$ cat src/rtl/hash_cmd_master.sv
// rtl/hash_cmd_master.sv - host-side command issuer and response pairer for the hash-table stream wrapper
//
// hash_cmd_tag_fifo: small in-order queue of {op, key} tags for commands awaiting a response.
//   clk, resetn         : clock, synchronous active-low reset (empties the queue)
//   push, push_data     : enqueue a tag (caller guarantees not full)
//   pop, pop_data       : dequeue the head tag; pop_data always shows the head
//   count               : number of queued tags
//
// hash_cmd_master: packs host read/write/delete requests into {op, key, data} command words,
// remembers each issued command in the tag queue, pairs every response with its tag and
// presents a decoded result. Flags illegal ops, unexpected responses and response timeouts.
//   clk, reset                      : clock, synchronous active-low reset
//   req_valid_i/req_ready_o         : host request handshake; req_op_i, req_key_i, req_data_i
//   cmd_valid_o/cmd_ready_i         : command word handshake; cmd_data_o = {op, key, data}
//   rsp_valid_i/rsp_ready_o         : response handshake; rsp_data_i = {flags[3:0], 28'(data)}
//   res_valid_o/res_ready_i         : host result handshake; res_op_o, res_key_o, res_data_o, res_flags_o
//   inflight_o                      : commands issued but not yet answered
//   err_illegal_op_o, err_unexpected_rsp_o, err_timeout_o : sticky error flags

module hash_cmd_tag_fifo #(
    parameter int WIDTH = 17,
    parameter int DEPTH = 4
) (
    input  logic                       clk,
    input  logic                       resetn,
    input  logic                       push,
    input  logic [WIDTH-1:0]           push_data,
    input  logic                       pop,
    output logic [WIDTH-1:0]           pop_data,
    output logic [$clog2(DEPTH+1)-1:0] count
);
    localparam int AW = $clog2(DEPTH);

    logic [WIDTH-1:0] mem [DEPTH];
    logic [AW-1:0]    wr_ptr;
    logic [AW-1:0]    rd_ptr;

    assign pop_data = mem[rd_ptr];

    // Storage needs no reset: an empty queue never exposes stale entries.
    always_ff @(posedge clk) begin
        if (push) begin
            mem[wr_ptr] <= push_data;
        end
    end

    // DEPTH is a power of two, so the pointers wrap naturally.
    always_ff @(posedge clk) begin
        if (!resetn) begin
            wr_ptr <= '0;
            rd_ptr <= '0;
            count  <= '0;
        end else begin
            if (push) begin
                wr_ptr <= wr_ptr + 1'b1;
            end
            if (pop) begin
                rd_ptr <= rd_ptr + 1'b1;
            end
            case ({push, pop})
                2'b10:   count <= count + 1'b1;
                2'b01:   count <= count - 1'b1;
                default: count <= count;
            endcase
        end
    end
endmodule

module hash_cmd_master #(
    parameter int KEY_WIDTH       = 15,
    parameter int DATA_WIDTH      = 15,
    parameter int MAX_OUTSTANDING = 4,
    parameter int TIMEOUT_CYCLES  = 1023
) (
    input  logic                                 clk,
    input  logic                                 reset,

    input  logic                                 req_valid_i,
    output logic                                 req_ready_o,
    input  logic [1:0]                           req_op_i,
    input  logic [KEY_WIDTH-1:0]                 req_key_i,
    input  logic [DATA_WIDTH-1:0]                req_data_i,

    output logic                                 cmd_valid_o,
    input  logic                                 cmd_ready_i,
    output logic [2+KEY_WIDTH+DATA_WIDTH-1:0]    cmd_data_o,

    input  logic                                 rsp_valid_i,
    output logic                                 rsp_ready_o,
    input  logic [31:0]                          rsp_data_i,

    output logic                                 res_valid_o,
    input  logic                                 res_ready_i,
    output logic [1:0]                           res_op_o,
    output logic [KEY_WIDTH-1:0]                 res_key_o,
    output logic [DATA_WIDTH-1:0]                res_data_o,
    output logic [3:0]                           res_flags_o,

    output logic [$clog2(MAX_OUTSTANDING+1)-1:0] inflight_o,
    output logic                                 err_illegal_op_o,
    output logic                                 err_unexpected_rsp_o,
    output logic                                 err_timeout_o
);
    localparam int TAG_W = 2 + KEY_WIDTH;
    localparam int CNT_W = $clog2(MAX_OUTSTANDING + 1);
    localparam int TO_W  = $clog2(TIMEOUT_CYCLES + 1);

    localparam logic [CNT_W-1:0] MAX_CNT = CNT_W'(MAX_OUTSTANDING);
    localparam logic [TO_W-1:0]  TO_MAX  = TO_W'(TIMEOUT_CYCLES);

    localparam logic [1:0] OP_ILLEGAL = 2'b00;
    localparam logic [1:0] OP_READ    = 2'b01;
    localparam logic [1:0] OP_WRITE   = 2'b10;

    logic                  req_fire;
    logic                  rsp_fire;
    logic                  tag_push;
    logic                  tag_pop;
    logic [TAG_W-1:0]      tag_head;
    logic [1:0]            tag_op;
    logic [KEY_WIDTH-1:0]  tag_key;
    logic [DATA_WIDTH-1:0] cmd_payload;
    logic [TO_W-1:0]       to_cnt;
    logic [TO_W-1:0]       to_cnt_next;

    // Response bits between the data field and the flags carry nothing for us.
    logic unused_rsp_bits;
    assign unused_rsp_bits = ^rsp_data_i[27:DATA_WIDTH];

    // A full queue blocks requests even if a tag retires this cycle.
    assign req_ready_o = (!cmd_valid_o || cmd_ready_i) && (inflight_o < MAX_CNT);
    assign rsp_ready_o = !res_valid_o || res_ready_i;

    assign req_fire = req_valid_i && req_ready_o;
    assign rsp_fire = rsp_valid_i && rsp_ready_o;

    // Illegal ops complete the handshake but never reach the wrapper.
    assign tag_push = req_fire && (req_op_i != OP_ILLEGAL);
    // Only a tag already queued before this edge can be retired.
    assign tag_pop  = rsp_fire && (inflight_o != '0);

    assign cmd_payload = (req_op_i == OP_WRITE) ? req_data_i : '0;
    assign {tag_op, tag_key} = tag_head;

    hash_cmd_tag_fifo #(
        .WIDTH (TAG_W),
        .DEPTH (MAX_OUTSTANDING)
    ) u_tag_fifo (
        .clk       (clk),
        .resetn    (reset),
        .push      (tag_push),
        .push_data ({req_op_i, req_key_i}),
        .pop       (tag_pop),
        .pop_data  (tag_head),
        .count     (inflight_o)
    );

    // Command output register: holds until accepted, reload wins over clear.
    always_ff @(posedge clk) begin
        if (!reset) begin
            cmd_valid_o <= 1'b0;
            cmd_data_o  <= '0;
        end else if (tag_push) begin
            cmd_valid_o <= 1'b1;
            cmd_data_o  <= {req_op_i, req_key_i, cmd_payload};
        end else if (cmd_ready_i) begin
            cmd_valid_o <= 1'b0;
            cmd_data_o  <= '0;
        end
    end

    // Result output register: loads on a paired response, drops once the host takes it.
    always_ff @(posedge clk) begin
        if (!reset) begin
            res_valid_o <= 1'b0;
            res_op_o    <= '0;
            res_key_o   <= '0;
            res_data_o  <= '0;
            res_flags_o <= '0;
        end else if (tag_pop) begin
            res_valid_o <= 1'b1;
            res_op_o    <= tag_op;
            res_key_o   <= tag_key;
            res_data_o  <= (tag_op == OP_READ) ? rsp_data_i[DATA_WIDTH-1:0] : '0;
            res_flags_o <= rsp_data_i[31:28];
        end else if (res_ready_i) begin
            res_valid_o <= 1'b0;
        end
    end

    // Timeout counter measures how long the oldest outstanding command has gone unanswered;
    // any response restarts it, an idle interface holds it at zero.
    always_comb begin
        to_cnt_next = to_cnt;
        if (rsp_fire || (inflight_o == '0)) begin
            to_cnt_next = '0;
        end else if (to_cnt != TO_MAX) begin
            to_cnt_next = to_cnt + 1'b1;
        end
    end

    always_ff @(posedge clk) begin
        if (!reset) begin
            to_cnt <= '0;
        end else begin
            to_cnt <= to_cnt_next;
        end
    end

    // Sticky error flags; tags are kept after a timeout so a late response still pairs.
    always_ff @(posedge clk) begin
        if (!reset) begin
            err_illegal_op_o     <= 1'b0;
            err_unexpected_rsp_o <= 1'b0;
            err_timeout_o        <= 1'b0;
        end else begin
            if (req_fire && (req_op_i == OP_ILLEGAL)) begin
                err_illegal_op_o <= 1'b1;
            end
            if (rsp_fire && (inflight_o == '0)) begin
                err_unexpected_rsp_o <= 1'b1;
            end
            if (to_cnt_next == TO_MAX) begin
                err_timeout_o <= 1'b1;
            end
        end
    end
endmodule
$ cat config.mk
export PLATFORM = sky130hd
export DESIGN_NAME = hash_cmd_master
export DESIGN_NICKNAME = d
export VERILOG_FILES = /design/src/rtl/hash_cmd_master.sv
export SDC_FILE = /design/constraint.sdc
export NUM_CORES = 1
export LEC_CHECK = 0
export BUFFER_PORTS_ARGS = -buffer_cell sky130_fd_sc_hd__buf_2
export CAP_MARGIN = 0
export CORE_MARGIN = 3
export CORE_UTILIZATION = 30
export DETAILED_ROUTE_END_ITERATION = 8
export GPL_ROUTABILITY_DRIVEN = 0
export GPL_TIMING_DRIVEN = 0
export PLACE_DENSITY = 0.56
export SYNTH_ARGS = -nofsm -noshare
export SYNTH_HDL_FRONTEND = slang
export SYNTH_HIERARCHICAL = 1
export SYNTH_SLANG_ARGS = --single-unit
$ cat constraint.sdc
create_clock -name clk -period 2.6 [get_ports clk]
set_input_delay 0.52 -clock clk [delete_from_list [all_inputs] [get_ports clk]]
set_output_delay 0.52 -clock clk [all_outputs]
set_load 0.01 [all_outputs]
## Word-level counts from Yosys, hierarchy flattened

Memory sizes are Yosys's and may differ from the RTL's. A register that Yosys moved wholly into a read port is not among the register bits.
Index checks and enable logic that the tools add are counted.

| word-level totals | value |
|---|---|
| register bits | 90 |
| latch bits | 0 |
| RAM bits | 68 |
| ROM bits | 0 |
| word-level logic and storage cells | 61 |
| memories kept | 1 |

Memory list:

| name | depth | bits a word | read ports | clocked after Yosys merged registers in | write ports | RTL line | RTL |
|---|---|---|---|---|---|---|---|
| u_tag_fifo.mem | 4 | 17 | 1 | 1 | 1 | 34 | `logic [WIDTH-1:0] mem [DEPTH];` |

| cells by class | value |
|---|---|
| add/sub/neg operators | 5 |
| multiply operators | 0 |
| div/mod/pow operators | 0 |
| $lt $le $gt $ge | 1 |
| equal/unequal tests | 6 |
| shift operators | 0 |
| muxes and demuxes | 15 |
| bitwise gates (word level) | 0 |
| reduce and logical (&&, ||, !) cells | 19 |

Operators by type and width:

| kind | number |
|---|---|
| 2-to-1 mux 32 bit | 2 |
| 2-to-1 mux 15 bit | 2 |
| 2-to-1 mux 10 bit | 2 |
| adder 10 x 1 -> 10 bit (second input constant) | 1 |
| equality test 10 bit (second input constant) | 1 |
| != test 10 bit (second input constant) | 1 |
| nonzero test 2 bit | 4 |
| logical AND 1 bit | 7 |
| 2-to-1 mux 1 bit | 6 |
| case mux 3 bit (2 select lines) | 1 |
| adder 2 x 1 -> 2 bit (second input constant) | 2 |
| equality test 2 x 1 -> 1 bit (second input constant) | 2 |
| equality test 2 bit (second input constant) | 2 |
| 2-to-1 mux 2 bit | 2 |
| adder 3 x 1 -> 3 bit (second input constant) | 1 |
| zero test 3 bit | 1 |
| logical OR 1 bit | 3 |
| < comparator 3 bit (second input constant) | 1 |
| nonzero test 3 bit | 1 |
| subtractor 3 x 1 -> 3 bit (second input constant) | 1 |
| zero test 1 bit | 2 |
| zero test 2 bit | 1 |

## Longest topological paths before layout

Gate-level depths: netlist of the first run.

| depth | value |
|---|---|
| word-level depth | 7 |
| gate-level depth with buffers | 10 |
| depth with buffers taken out | 8 |

## Hierarchy

Netlist of the first run, hierarchy kept.

Modules (own cells, without submodules):

| module | instances | cells an instance | area each (µm²) | sequential area each (µm²) |
|---|---|---|---|---|
| hash_cmd_master | 1 | 385 | 3438.3 | 1661.6 |
| hash_cmd_tag_fifo | 1 | 129 | 2921.6 | 2222.1 |

## Least setup slack after synthesis of the first run

No wires, ideal clock.

| timing | value |
|---|---|
| kind | input to register |
| start point | input port cmd_ready_i |
| end point | register u_tag_fifo.count[2] |
| setup time | 0.076 ns |
| arrival time | 2.585 ns |
| path slack | -0.061 ns |
| cell stages on the path | 10 |
| cell sequence | buf_4 -> nor2b_2 -> nor4b_4 -> buf_2 -> inv_1 -> ha_1 -> fa_1 -> xnor2_1 -> or3_1 -> a21boi_0 |

| between the ends | value |
|---|---|
| word-level cells in the longest chain between the ends | 6 |
| elaborated cells on any way between the ends | 8 |
| those cells by class | 2 x eq/ne; 1 x mux; 5 x reduce/logical |

Ends and longest elaborated chain:

| what | RTL line | RTL |
|---|---|---|
| from (decl) | 85 | `input logic cmd_ready_i,` |
| logical OR 1 bit (*) | 131 | `assign req_ready_o = (!cmd_valid_o \|\| cmd_ready_i) && (inflight_o < MAX_CNT);` |
| logical AND 1 bit (*) | 131 |  |
| logical AND 1 bit (*) | 134 | `assign req_fire = req_valid_i && req_ready_o;` |
| logical AND 1 bit (*) | 138 | `assign tag_push = req_fire && (req_op_i != OP_ILLEGAL);` |
| net tag_push | 117 | `logic tag_push;` |
| equality test 2 x 1 -> 1 bit or equality test 2 bit (tied branches) | 60 | `case ({push, pop})` |
| case mux 3 bit (2 select lines) or nonzero test 2 bit (tied branches) | - |  |
| to (signal assigned) | 61 | `2'b10: count <= count + 1'b1;` |
| to (signal assigned) | 62 | `2'b01: count <= count - 1'b1;` |
| to (signal assigned) | 63 | `default: count <= count;` |
| to (decl) | 30 | `output logic [$clog2(DEPTH+1)-1:0] count` |

The timed path passes the listed nets; every way through them passes the cells marked *.
A chain may end at the register's enable or synchronous reset.

## Worst setup path in the final report of the first run

| timing | value |
|---|---|
| start point | register cmd_valid_o |
| end point | register u_tag_fifo.count[2] |

| between the ends | value |
|---|---|
| word-level cells in the longest chain between the ends | 7 |
| elaborated cells on any way between the ends | 9 |
| those cells by class | 2 x eq/ne; 1 x mux; 6 x reduce/logical |

Ends and longest elaborated chain:

| what | RTL line | RTL |
|---|---|---|
| from (decl) | 84 | `output logic cmd_valid_o,` |
| from (signal assigned) | 161 | `cmd_valid_o <= 1'b0;` |
| from (signal assigned) | 164 | `cmd_valid_o <= 1'b1;` |
| from (signal assigned) | 167 | `cmd_valid_o <= 1'b0;` |
| zero test 1 bit (*) | 131 |  |
| logical OR 1 bit (*) | 131 |  |
| logical AND 1 bit (*) | 131 |  |
| logical AND 1 bit (*) | 134 |  |
| logical AND 1 bit (*) | 138 |  |
| net tag_push | 117 |  |
| equality test 2 x 1 -> 1 bit or equality test 2 bit (tied branches) | 60 |  |
| case mux 3 bit (2 select lines) or nonzero test 2 bit (tied branches) | - |  |

Marks and branches as above.

==> impl_metrics.env, run 1 <==
export IMPL_critPathKind="register to register"
export IMPL_flip_flop_and_latch_count_after_synthesis=160
export IMPL_io_count=148
export IMPL_synth_yosys_warnings=6
export IMPL_mappedNetlistArea_um2=6360
export IMPL_globalRoute_totalOverflow=0
export IMPL_floorplan_initialDensity=0.309
export IMPL_clock_tree_from_tritoncts="done"
export IMPL_timing_fmax_mhz=410
export IMPL_cts_made_buffers=17
export IMPL_worst_setup_path_end_kind="register"
export IMPL_final_min_period_over_clock_period=0.938
export IMPL_design_core_area_um2=20600
export IMPL_layout_drive_gt1_share=0.305
export IMPL_first_pass_iters=4
export IMPL_crit_chain="nor2b_2 -> nor4b_4 -> buf_6 -> inv_1 -> ha_1 -> fa_1 -> xnor2_1 -> or3_1 -> a21boi_0"
export IMPL_finalSetupViolCount=0
export IMPL_commonest_non_fill_non_tap_cell_in_the_layout="sky130_fd_sc_hd__buf_2"
export IMPL_finClkSkew_ns=0.00871
export IMPL_hold_buffers=0
export IMPL_timing_critical_path_buf_inv=2
export IMPL_cts_sink_count=160
export IMPL_maxCapViolations=0
export IMPL_clock_power_share=0.334
export IMPL_cp_required_ns=2.93
export IMPL_detail_route_wl_per_cell_um=15.5
export IMPL_first_global_vias=4526
export IMPL_slew_headroom=0.371
export IMPL_detailedRoute_firstIterationViolations=150
export IMPL_place_ws_ns=-0.280
export IMPL_final_net_count=747
export IMPL_htree_levels=4
export IMPL_post_layout_total_power_mw=7.00
export IMPL_synth_cells=514
export IMPL_vertical_die_dimension_um=152
export IMPL_synth_fp_nets=591
export IMPL_finalWorstPathRequiredPeriod_ns=2.44
export IMPL_area_growth_synth_to_final_pct=25.4
export IMPL_ant_nets=0
export IMPL_clock_root_buffer_master="sky130_fd_sc_hd__clkbuf_16"
export IMPL_report_final_slew_viol_count=0
export IMPL_via_count=4462
export IMPL_pwr_share_comb=0.230
export IMPL_die_x_um=152
export IMPL_cpMaxStageDelayCell="sky130_fd_sc_hd__fa_1"
export IMPL_critPathMaxFanout=7
export IMPL_clockBufferDepth=2
export IMPL_seq_power_share=0.436
export IMPL_post_synth_num_cell_types=57
export IMPL_row_count=52
export IMPL_grt_first_pass_wirelength_mm=23.5
export IMPL_outcome="finished clean"
export IMPL_num_fill_cells=2043
export IMPL_grt_max_degree=22
export IMPL_worst_hold_slack_ns=0.345
export IMPL_floorplan_die_area_um2=23000
export IMPL_antenna_violations_before_repair=0
export IMPL_critPathArrivalTime_ns=2.77
export IMPL_power_static_leakage_nw=3.03
export IMPL_worstMarginPinSlew_ns=0.944
export IMPL_cp_slowest_stage_delay_ns=0.39
export IMPL_grt_util_all_layers=0.132
export IMPL_critical_path_top_delay_family="simple AND/OR/NAND/NOR gates"
export IMPL_numPortBuffers=133
export IMPL_total_switching_power_mw=2.08
export IMPL_synth_seq_area_share=0.611
export IMPL_routed_wl_mm=14.8
export IMPL_worst_ir_drop_vdd_mv=0.455
export IMPL_crit_path_start_kind="register"
export IMPL_finish_utilization=0.388
export IMPL_worst_skew_pair_late_latency_ns=0.41
export IMPL_place_detailed_hpwl_mm=10.9
export IMPL_antenna_cells=0
export IMPL_p_int_mw=4.93
export IMPL_drc=0
export IMPL_multi_input_area_um2=2280
export IMPL_rsz0062_at_grt="false"
export IMPL_timing_hold_violations_final=0
export IMPL_timing_hold_worst_class="input port to register"
export IMPL_cts_clk_pin_slew_worst_paths_ns=0.07
export IMPL_power_share_switching=0.297
export IMPL_sequential_cell_area_um2=3880
export IMPL_layout_cells_most_common_list="sky130_fd_sc_hd__buf_2 (141), sky130_fd_sc_hd__dfxtp_1 (91), sky130_fd_sc_hd__edfxtp_1 (68), sky130_fd_sc_hd__nand2_1 (61), sky130_fd_sc_hd__a21boi_0 (38)"
export IMPL_power_density_nw_per_um2=878
export IMPL_post_route_worst_setup_slack_ns=0.162
export IMPL_synth_avg_cell_area_um2=12.4
export IMPL_post_drt_via_cell_ratio=4.68
## kinds of logic (layout without fill, tap and decap cells)
group / count (synthesis) / count (layout) / share of synthesized area
flops: 160 / 160 / 0.611
fa+ha+maj: 7 / 7 / 0.0150
mux: 21 / 21 / 0.0706
buf+inv: 37 / 206 / 0.0321
xor+xnor: 6 / 6 / 0.00826
simple gates: 190 / 190 / 0.163
compound gates: 93 / 93 / 0.100
## worst register-to-register path, stage by stage (launching register included)
cell and delay (ns):
sky130_fd_sc_hd__dfxtp_1 0.31, sky130_fd_sc_hd__nor2b_2 0.19, sky130_fd_sc_hd__nor4b_4 0.37, sky130_fd_sc_hd__buf_6 0.17
sky130_fd_sc_hd__inv_1 0.05, sky130_fd_sc_hd__ha_1 0.24, sky130_fd_sc_hd__fa_1 0.39, sky130_fd_sc_hd__xnor2_1 0.14
sky130_fd_sc_hd__or3_1 0.30, sky130_fd_sc_hd__a21boi_0 0.19
## power by group through the flow
stage / Clock (mW) / Combinational, mW / Sequential [mW]
5_1_grt: 2.50 / 1.80 / 3.08
6_report: 2.34 / 1.61 / 3.05
4_1_cts: 2.40 / 1.64 / 3.05
3_3_place_gp: 0 / 1.58 / 3.09
3_5_place_dp: 0 / 1.62 / 3.10
2_1_floorplan: 0 / 0.968 / 3.16
## area by class of cell
cell class,instances,share of cell area
buffer,31,0.0234
multi-input combinational,317,0.286
clock inverter,14,0.0166
clock buffer,18,0.0538
inverter,5,0.00267
tap,270,0.0424
timing repair buffer,138,0.0882
sequential,160,0.487
## synth_stat cells (all sizes together)
| cell type | number | share of area |
|---|---|---|
| nor2 | 16 | 0.0098 |
| and3b | 1 | 0.0014 |
| fa | 1 | 0.0031 |
| a22oi | 17 | 0.020 |
| xor2 | 2 | 0.0028 |
| o21ai | 3 | 0.0024 |
| o22ai | 1 | 0.00098 |
| ha | 6 | 0.012 |
| dfxtp | 92 | 0.29 |
| a41oi | 1 | 0.0014 |
| and2 | 11 | 0.011 |
| and3 | 3 | 0.0031 |
| nor2b | 38 | 0.038 |
| nand3 | 21 | 0.017 |
| a31o | 1 | 0.0014 |
| mux2i | 4 | 0.0063 |
| xnor2 | 4 | 0.0055 |
| edfxtp | 68 | 0.32 |
| a31oi | 2 | 0.0020 |
| mux4 | 17 | 0.064 |
| nor3 | 11 | 0.0094 |
| or4b | 1 | 0.0016 |
| a21oi | 24 | 0.019 |
| nor3b | 16 | 0.020 |
| nand2 | 63 | 0.039 |
| o21a | 2 | 0.0024 |
| nor4b | 2 | 0.0051 |
| nand4 | 3 | 0.0039 |
| inv | 5 | 0.0029 |
| or3 | 2 | 0.0020 |
| o311ai | 1 | 0.0014 |
| clkbuf | 15 | 0.010 |
| a311oi | 1 | 0.0014 |
| buf | 17 | 0.019 |
| a21boi | 38 | 0.045 |
| nand2b | 2 | 0.0024 |
| o2111ai | 1 | 0.0014 |
| a221oi | 1 | 0.0014 |
## per-stage QoR
| stage | TNS, ns | instance area (µm²) | std cells |
|---|---|---|---|
| 2_1_floorplan | 0 | 6370 | 514 |
| 3_3_place_gp | -1.20 | 7370 | 917 |
| 3_5_place_dp | -2.69 | 7370 | 917 |
| 4_1_cts | 0 | 7940 | 949 |
| 5_1_grt | 0 | 7980 | 953 |
| 6_report | 0 | 7980 | 953 |
## metal layers
metal	routed length (µm)	track usage	share of wire
met4	205	0.0427	0.014
met3	1110	0.0407	0.075
met5	0	0	0
met1	6650	0.164	0.45
met2	6820	0.218	0.46
## path summary, 6_finish.rpt
| path | startpoint | end | slack (ns) | cells past startpoint |
|---|---|---|---|---|
| worst max-delay path | cmd_valid_o$_SDFFE_PN0P_ | u_tag_fifo/count[2]$_SDFFE_PN0P_ | 0.16 | 9 |
| worst min-delay path | req_key_i[6] | u_tag_fifo/mem[2][6]$_DFFE_PP_ | 0.34 | 1 |
| worst max register to register | cmd_valid_o$_SDFFE_PN0P_ | u_tag_fifo/count[2]$_SDFFE_PN0P_ | 0.16 | 9 |
| worst min register to register | res_data_o[11]$_SDFFE_PN0P_ | res_data_o[11]$_SDFFE_PN0P_ | 0.46 | 2 |
## registers in the layout (all words and copies together) (netlist names), named ones only
register and count:
err_illegal_op_o 1, cmd_valid_o 1, res_key_o 15, res_data_o 15, u_tag_fifo/rd_ptr 2, res_op_o 2, u_tag_fifo/wr_ptr 2, to_cnt 10
cmd_data_o 32, err_unexpected_rsp_o 1, res_flags_o 4, res_valid_o 1, err_timeout_o 1, u_tag_fifo/count 3, u_tag_fifo/mem 68
## repair_timing
| item | in CTS | in global routing |
|---|---|---|
| resized for setup | 2 | 2 |
| endpoints found under the setup margin | 2 | 1 |
| buffers inserted | 1 | 4 |
| pin swaps | 2 | 1 |
No activity file was read; power rests on OpenSTA's default activity.
==> run 2: changes to the inputs <==
Settings changed: BUFFER_PORTS_ARGS -buffer_cell sky130_fd_sc_hd__buf_2 to -buffer_cell sky130_fd_sc_hd__buf_4.
==> run 2 against run 1 <==
  * Maximum frequency rose by 1.2%
  * Critical path depth is 1 lower
  * Critical path type unchanged
  * Largest power group unchanged
  * Die area did not move
  * Cell count unchanged
  * Count of clock-buffer cells in the layout shrank 1
  * Wire length grew 1.9%
  * Sequential cell count unchanged
  * Hold slack got worse by 0.039 ns
==> impl_metrics.env, run 2 (synthesis results as in run 1) <==
export IMPL_fin_cells=953
export IMPL_total_switching_power_mw=2.14
export IMPL_dp_cells=917
export IMPL_htree_levels=4
export IMPL_finClkSkew_ns=0.0102
export IMPL_timing_fmax_mhz=415
export IMPL_maxCapViolations=0
export IMPL_floorplan_initialDensity=0.309
export IMPL_first_pass_iters=4
export IMPL_p_int_mw=5.16
export IMPL_pwr_share_comb=0.234
export IMPL_worstMarginPinSlew_ns=0.907
export IMPL_timing_hold_worst_class="input port to register"
export IMPL_critical_path_top_cell_by_count="sky130_fd_sc_hd__or3_1"
export IMPL_finalWorstPathRequiredPeriod_ns=2.41
export IMPL_ant_nets=0
export IMPL_power_static_leakage_nw=3.10
export IMPL_worst_skew_pair_late_latency_ns=0.43
export IMPL_clock_root_buffer_master="sky130_fd_sc_hd__clkbuf_16"
export IMPL_timing_setup_tns_ns=0
export IMPL_worst_ir_drop_vdd_mv=0.457
export IMPL_post_drt_via_cell_ratio=4.70
export IMPL_layout_cells_most_common_list="sky130_fd_sc_hd__buf_4 (144), sky130_fd_sc_hd__dfxtp_1 (91), sky130_fd_sc_hd__edfxtp_1 (68), sky130_fd_sc_hd__nand2_1 (61), sky130_fd_sc_hd__a21boi_0 (38)"
export IMPL_antenna_cells=0
export IMPL_num_fill_cells=1994
export IMPL_io_count=148
export IMPL_grt_util_all_layers=0.134
export IMPL_critPathKind="register to register"
export IMPL_slew_headroom=0.396
export IMPL_cp_slowest_stage_delay_ns=0.45
export IMPL_row_count=52
export IMPL_critPathMaxFanout=21
export IMPL_routed_wl_mm=15.1
export IMPL_grt_first_pass_wirelength_mm=23.8
export IMPL_antenna_violations_before_repair=0
export IMPL_timing_hold_violations_final=0
export IMPL_first_global_vias=4629
export IMPL_globalRoute_totalOverflow=0
export IMPL_critical_path_top_delay_family="simple AND/OR/NAND/NOR gates"
export IMPL_critPathArrivalTime_ns=2.75
export IMPL_cpMaxStageDelayCell="sky130_fd_sc_hd__or3_1"
export IMPL_cts_sink_count=160
export IMPL_min_delay_path_depth=1
export IMPL_numPortBuffers=133
export IMPL_vertical_die_dimension_um=152
export IMPL_final_min_period_over_clock_period=0.926
export IMPL_worst_path_stages=8
export IMPL_multi_input_area_um2=2280
export IMPL_grt_max_degree=22
export IMPL_rsz0062_at_grt="false"
export IMPL_via_count=4481
export IMPL_cts_clk_pin_slew_worst_paths_ns=0.07
export IMPL_largest_registers="u_tag_fifo/mem (68), cmd_data_o (32)"
export IMPL_commonest_non_fill_non_tap_cell_in_the_layout="sky130_fd_sc_hd__buf_4"
export IMPL_hold_buffers=0
export IMPL_crit_path_start_kind="register"
export IMPL_cts_made_buffers=17
export IMPL_final_net_count=748
export IMPL_power_share_switching=0.293
export IMPL_clockBufferDepth=2
export IMPL_largest_reg_flops=68
export IMPL_seq_power_share=0.420
export IMPL_timing_critical_path_buf_inv=1
export IMPL_detail_route_wl_per_cell_um=15.8
export IMPL_power_density_nw_per_um2=874
export IMPL_worst_setup_path_end_kind="register"
export IMPL_sequential_cell_area_um2=3880
export IMPL_die_x_um=152
export IMPL_clock_power_share=0.345
export IMPL_reg2reg_depth=8
export IMPL_area_growth_synth_to_final_pct=31.3
export IMPL_crit_chain="or3_1 -> nand3_4 -> inv_4 -> ha_1 -> fa_1 -> xnor2_1 -> or3_1 -> a21boi_0"
export IMPL_place_detailed_hpwl_mm=11.1
export IMPL_detailedRoute_firstIterationViolations=180
export IMPL_finalSetupViolCount=0
export IMPL_report_final_slew_viol_count=0
export IMPL_clock_tree_from_tritoncts="done"
export IMPL_layout_drive_gt1_share=0.309
export IMPL_outcome="finished clean"
export IMPL_drc=0
export IMPL_top_register="u_tag_fifo/mem"
export IMPL_floorplan_die_area_um2=23000
export IMPL_design_core_area_um2=20600
export IMPL_cp_required_ns=2.94
## run 2: timing repair
item | in CTS | in global routing
gates resized for setup | 3 | 0
endpoints found under the setup margin | 2 | 1
pin swaps | 2 | 1
buffers inserted | 1 | 5
## run 2: final cells by class
| type | count | area share |
|---|---|---|
| sequential | 160 | 0.465 |
| tap | 270 | 0.0405 |
| timing repair buffer | 139 | 0.125 |
| inverter | 5 | 0.00255 |
| multi-input combinational | 317 | 0.273 |
| clock buffer | 17 | 0.0509 |
| clock inverter | 14 | 0.0205 |
| buffer | 31 | 0.0223 |
## run 2: final timing paths
kind,start,endpoint,slack [ns]
worst min register to register,res_data_o[11]$_SDFFE_PN0P_,res_data_o[11]$_SDFFE_PN0P_,0.46
worst max-delay path,u_tag_fifo/count[1]$_SDFFE_PN0P_,u_tag_fifo/count[2]$_SDFFE_PN0P_,0.19
worst max register to register,u_tag_fifo/count[1]$_SDFFE_PN0P_,u_tag_fifo/count[2]$_SDFFE_PN0P_,0.19
worst min-delay path,req_key_i[0],u_tag_fifo/mem[2][0]$_DFFE_PP_,0.31
## run 2: per-stage QoR
step,power [mW],setup slack (ns),instance area [µm²],hold slack [ns],utilization
2_1_floorplan,4.13,0.0288,6370,0.485,-
3_3_place_gp,4.79,-0.171,7700,0.452,0.375
3_5_place_dp,4.84,-0.266,7700,0.455,0.375
4_1_cts,7.38,0.0895,8310,0.289,0.404
5_1_grt,7.69,0.0451,8350,0.297,0.406
6_report,7.30,0.192,8350,0.306,0.406
## run 2: routing by layer
metal	vias to the layer above	track usage	wire, µm
met1	2143	0.166	6670
met2	153	0.222	7070
met4	0	0.0458	213
met3	17	0.0396	1110
li1	2168	-	-
met5	-	0	0
## run 2: power groups by stage
stage	clock (mW)	sequential, mW	combinational, mW
floorplan	0	3.16	0.968
global placement	0	3.11	1.68
detailed placement	0	3.12	1.71
CTS	2.58	3.07	1.73
global route	2.69	3.10	1.90
finish	2.52	3.07	1.71
